### config.mk
export PLATFORM = sky130hd
export DESIGN_NAME = lane_deserializer
export DESIGN_NICKNAME = d
export VERILOG_FILES = /design/src/rtl/lane_deser_pkg.sv /design/src/rtl/lane_deser_slot.sv /design/src/rtl/lane_deserializer.sv
export SDC_FILE = /design/constraint.sdc
export NUM_CORES = 1
export LEC_CHECK = 0
export CORE_MARGIN = 3
export CORE_UTILIZATION = 35
export CTS_BUF_LIST = sky130_fd_sc_hd__clkbuf_8
export DETAILED_ROUTE_END_ITERATION = 8
export GPL_TIMING_DRIVEN = 1
export PLACE_DENSITY_LB_ADDON = 0.15
export SLEW_MARGIN = 40
export SYNTH_ARGS = -nofsm -noshare
export SYNTH_HDL_FRONTEND = slang
export SYNTH_SLANG_ARGS = --single-unit
### constraint.sdc
create_clock -name clk -period 4.3 [get_ports clk]
set_clock_uncertainty 0.2 [all_clocks]
set_input_delay 1.29 -clock clk [delete_from_list [all_inputs] [get_ports clk]]
set_output_delay 1.29 -clock clk [all_outputs]
set_load 0.1 [all_outputs]
### src/rtl/lane_deser_pkg.sv
// lane_deser_pkg: shared constants and helpers for the lane deserializer.
// Provides lane-ordering selectors, lane index mapping and beat parity.
package lane_deser_pkg;

   localparam int ORDER_LSB_FIRST = 0;
   localparam int ORDER_MSB_FIRST = 1;

   // Widest beat the parity helper accepts; callers zero-extend.
   localparam int PAR_MAX_W = 64;

   function automatic int lane_index(
      input int cnt,
      input int lanes,
      input int order
   );
      if (order == ORDER_MSB_FIRST) begin
         return lanes - 1 - cnt;
      end
      return cnt;
   endfunction

   // Even-parity bit: the value that makes data plus bit hold an even
   // number of ones. Zero-extension does not change it.
   function automatic logic even_parity(
      input logic [PAR_MAX_W-1:0] data
   );
      return ^data;
   endfunction

endpackage

### src/rtl/lane_deser_slot.sv
// lane_deser_slot: one lane of the accumulator (data register + keep bit).
// Ports: clk, rst_n, load_i, clear_i, data_i -> data_o, keep_o.
module lane_deser_slot
   import lane_deser_pkg::*;
#(
   parameter int W = 8
) (
   input  logic         clk,
   input  logic         rst_n,
   input  logic         load_i,
   input  logic         clear_i,
   input  logic [W-1:0] data_i,
   output logic [W-1:0] data_o,
   output logic         keep_o
);

   logic [W-1:0] data_q;
   logic         keep_q;

   // Clear wins: the completing beat is forwarded to the output
   // register directly, so the slot only needs to empty itself.
   always_ff @(posedge clk) begin
      if (!rst_n || clear_i) begin
         data_q <= '0;
         keep_q <= 1'b0;
      end else if (load_i) begin
         data_q <= data_i;
         keep_q <= 1'b1;
      end
   end

   assign data_o = data_q;
   assign keep_o = keep_q;

endmodule

### src/rtl/lane_deserializer.sv
// lane_deserializer: packs LANE_W-bit beats into a LANES-lane word.
// Ports: clk, rst_n; s_valid/s_ready/s_data/s_last/s_parity in;
// m_valid/m_ready/m_data/m_keep/m_last/m_par_err out.
module lane_deserializer
   import lane_deser_pkg::*;
#(
   parameter int LANES     = 4,
   parameter int LANE_W    = 8,
   parameter int PARITY_EN = 0,
   parameter int ORDER     = 0
) (
   input  logic                    clk,
   input  logic                    rst_n,
   input  logic                    s_valid,
   output logic                    s_ready,
   input  logic [LANE_W-1:0]       s_data,
   input  logic                    s_last,
   input  logic                    s_parity,
   output logic                    m_valid,
   input  logic                    m_ready,
   output logic [LANES*LANE_W-1:0] m_data,
   output logic [LANES-1:0]        m_keep,
   output logic                    m_last,
   output logic                    m_par_err
);

   localparam int DW = LANES * LANE_W;
   localparam int CW = (LANES > 1) ? $clog2(LANES) : 1;

   logic             accept;
   logic             done;
   logic             beat_err;
   logic [DW-1:0]    word_d;
   logic [LANES-1:0] keep_d;

   logic             err_q, err_d;
   logic             valid_q, valid_d;
   logic [DW-1:0]    data_q, data_d;
   logic [LANES-1:0] keep_q, keep_nx;
   logic             last_q, last_d;
   logic             perr_q, perr_d;

   assign s_ready = rst_n && (!valid_q || m_ready);
   assign accept  = s_valid && s_ready;

   if (PARITY_EN != 0) begin : g_par
      assign beat_err = s_parity ^ even_parity(PAR_MAX_W'(s_data));
   end else begin : g_nopar
      logic unused_par;
      assign unused_par = s_parity;
      assign beat_err   = 1'b0;
   end

   if (LANES == 1) begin : g_pass
      assign done   = accept;
      assign word_d = s_data;
      assign keep_d = 1'b1;
   end else begin : g_acc
      logic [CW-1:0]    cnt_q, cnt_d;
      logic [CW-1:0]    lane;
      logic [LANES-1:0] load;
      logic [DW-1:0]    slot_q;
      logic [LANES-1:0] slot_keep;

      assign done = accept &&
                    (s_last || cnt_q == CW'(LANES - 1));

      case (ORDER)
         ORDER_MSB_FIRST: begin : g_msb
            assign lane = CW'(lane_index(int'(cnt_q), LANES,
                                         ORDER_MSB_FIRST));
         end
         default: begin : g_lsb
            assign lane = CW'(lane_index(int'(cnt_q), LANES,
                                         ORDER_LSB_FIRST));
         end
      endcase

      for (genvar j = 0; j < LANES; j++) begin : g_lane
         assign load[j] = accept && (lane == CW'(j));

         lane_deser_slot #(
            .W(LANE_W)
         ) u_slot (
            .clk     (clk),
            .rst_n   (rst_n),
            .load_i  (load[j]),
            .clear_i (done),
            .data_i  (s_data),
            .data_o  (slot_q[j*LANE_W +: LANE_W]),
            .keep_o  (slot_keep[j])
         );

         // Completing beat bypasses its slot straight into the word.
         assign word_d[j*LANE_W +: LANE_W] =
            load[j] ? s_data : slot_q[j*LANE_W +: LANE_W];
         assign keep_d[j] = load[j] | slot_keep[j];
      end

      always_comb begin
         cnt_d = cnt_q;
         if (done) begin
            cnt_d = '0;
         end else if (accept) begin
            cnt_d = cnt_q + 1'b1;
         end
      end

      always_ff @(posedge clk) begin
         if (!rst_n) begin
            cnt_q <= '0;
         end else begin
            cnt_q <= cnt_d;
         end
      end
   end

   always_comb begin
      err_d   = err_q;
      valid_d = valid_q;
      data_d  = data_q;
      keep_nx = keep_q;
      last_d  = last_q;
      perr_d  = perr_q;
      if (done) begin
         err_d   = 1'b0;
         valid_d = 1'b1;
         data_d  = word_d;
         keep_nx = keep_d;
         last_d  = s_last;
         perr_d  = err_q | beat_err;
      end else begin
         if (accept) begin
            err_d = err_q | beat_err;
         end
         if (valid_q && m_ready) begin
            valid_d = 1'b0;
         end
      end
   end

   always_ff @(posedge clk) begin
      if (!rst_n) begin
         err_q   <= 1'b0;
         valid_q <= 1'b0;
         data_q  <= '0;
         keep_q  <= '0;
         last_q  <= 1'b0;
         perr_q  <= 1'b0;
      end else begin
         err_q   <= err_d;
         valid_q <= valid_d;
         data_q  <= data_d;
         keep_q  <= keep_nx;
         last_q  <= last_d;
         perr_q  <= perr_d;
      end
   end

   assign m_valid   = valid_q;
   assign m_data    = data_q;
   assign m_keep    = keep_q;
   assign m_last    = last_q;
   assign m_par_err = perr_q;

endmodule

==> metrics.yaml <==
hp-class: "reg -> reg"
area_growth_pct: 17.7
cts_buffer_depth: 2
drtIter0Drc: 174
synthCells: 317
synth_edf_count: 0
grt.overflow.total: 0
grt_pass1_wl_um: 13000
synthesis.area_mm2: 0.00320
insertion_delay_ns: 0.34
regArea_mm2: 0.00152
fillers: 866
hold_viol: 0
dp_hpwl_um: 5020
clkPwrFrac: 0.395
async_reset_ff_frac: 0
via_count: 2592
wl_um: 8160
ir_worst_vdd_mv: 0.156
post-route-util: 0.428
start_util: 0.364
rows: 34
crit_required_ns: 2.81
multiInputGateArea_mm2: 0.00147
cts.sinks: 76
drc: 0
reg2regPathDepth: 5
cts_buffers: 9
setup_viol: 0
cp_data_arrival_time_ns: 2.23
worst-path-max-fanout: 4
ys.flop_type: "dfxtp_1"
antenna_found_initial: 0
tightest_slew_ns: 0.879
leakagePower_nw: 1.48
grt_max_degree: 41
grt_pass1_vias: 2516
yosysTopAreaCell: "dfxtp_1"
netSwitchingPower_uw: 396
relSlewSlack: 0.414
first_pass_iters: 4
die_h_um: 102
io_pins: 54
start_kind: "primary input"
maxCapViolations: 0
cts_hold_buf: 0
port_buffers: 51
cts_tree: "done"
ys_ff_latch: 76
hold_path_end: "m_data[18]"
outcome: "finished clean"
min_from: "m_data[18]"
period_share: 0.865
diodes: 0
ctsResizeCount: 0
r2r_setup_slack_ns: 2.02
regToRegStartpoint: "g_acc.cnt_q[0]"
yosysWarnings: 0
via_per_inst: 5.57
dieArea_mm2: 0.0103
yosysUniqueCellTypes: 29
wl_per_cell_um: 17.5
r2r_end: "g_acc.g_lane[0].u_slot.data_o[5]"
ant_nets: 0
path_class: "in -> out"
post_cts_buffers: 0
syn_nets: 335
place_congestion: 0.734
synthTopCellsByArea: "dfxtp_1, mux2i_1, o31ai_1"
critPathCaptureType: "output pin"
netlist.area_leader.share: 0.475
intPower_mw: 1.10
p_per_area_mw_per_mm2: 396
grt_util_all_layers: 0.160
switching_share: 0.265
seqPwrFrac: 0.484
tns_ns: 0
cts_root_buf: "clkbuf_8"
rsz0062_at_grt: "false"
timing.fmax_ghz: 0.269
whs_path_depth: 1
syn_avg_cell_area_um2: 10.1
min_period_ns: 3.72
power_frac_comb: 0.121
slew_viol_final: 0
fin_nets: 370
coreArea_mm2: 0.00881
final_layout_size_suffix_gt1_frac: 0.185
yosysMostFrequentCell: "dfxtp_1"
clk_transition_reported_paths_ns: 0.07
seq_area_frac_synth: 0.475
h-tree-depth: 3
fp.dieW_um: 102
synth_common_cells: "dfxtp_1, mux2i_1, a21oi_1, buf_2, o31ai_1"
-- placed cells by master, fill, tap and decap left out, types with 9 or more instances in the layout --
master	count
mux2i_1	33
clkbuf_8	10
clkdlybuf4s50_1	12
dfxtp_1	76
nand4_1	24
buf_2	38
a21oi_1	28
inv_1	9
and4_1	9
o31ai_1	25
nand2_1	10
o21a_1	9
o2bb2ai_1	18
-- per-layer routing --
metal,part of all wire,track usage
met1,0.49,0.220
met2,0.44,0.241
met3,0.051,0.0475
met4,0.020,0.0532
met5,0,0
-- kinds of logic after synthesis --
family          after synthesis  synth area share
flops                        76             0.475
mux                          33             0.103
other cells                   1           0.00117
buf+inv                      44            0.0684
compound gates              105             0.237
simple gates                 54            0.0997
fa+ha+maj                     4            0.0156
-- critical path, stage by stage --
cell and delay [ns]:
clkdlybuf4s50_1 0.49, inv_1 0.09, nor2_2 0.17, buf_12 0.19
-- power groups by stage --
stage          combinational, mW  clock [mW]  sequential, mW
6_report                   0.181       0.590           0.722
4_1_cts                    0.181       0.607           0.722
5_1_grt                    0.191       0.636           0.723
3_5_place_dp               0.181           0           0.738
3_3_place_gp               0.187           0           0.738
2_1_floorplan             0.0798           0           0.790
-- flip-flops by register name, indices dropped and copies added, names as in the netlist --
| name | count |
|---|---|
| g_acc.cnt_q | 2 |
| g_acc.g_lane.u_slot.data_o | 32 |
| g_acc.g_lane.u_slot.keep_o | 4 |
| m_data | 32 |
| m_keep | 4 |
| m_last | 1 |
| m_valid | 1 |
-- per-stage QoR --
stage	cells	area, um^2	hold slack (ns)	power (mW)	worst slack, ns
after floorplan	317	3200	0.217	0.869	0.321
after global placement	449	3740	0.243	0.925	0.561
after detailed placement	449	3550	0.242	0.919	0.582
after CTS	465	3770	0.258	1.51	0.563
after global routing	465	3770	0.272	1.55	0.526
final	465	3770	0.258	1.49	0.581
-- worst max-delay path by stage --
stage / startpoint / end / slack (ns) / cells after the start
floorplan: rst_n / s_ready / 0.32 / 3
global placement: rst_n / s_ready / 0.56 / 4
detailed placement: rst_n / s_ready / 0.58 / 4
CTS: rst_n / s_ready / 0.56 / 4
global route: rst_n / s_ready / 0.53 / 4
finish: rst_n / s_ready / 0.58 / 4
-- area by class of cell --
| class | count | share of cell area |
|---|---|---|
| clock buffer | 10 | 0.0365 |
| clock inverter | 6 | 0.0209 |
| inverter | 9 | 0.00897 |
| multi-input combinational | 197 | 0.390 |
| sequential | 76 | 0.404 |
| tap | 108 | 0.0359 |
| timing repair buffer | 59 | 0.104 |
Power figures use the tool's default switching activity.
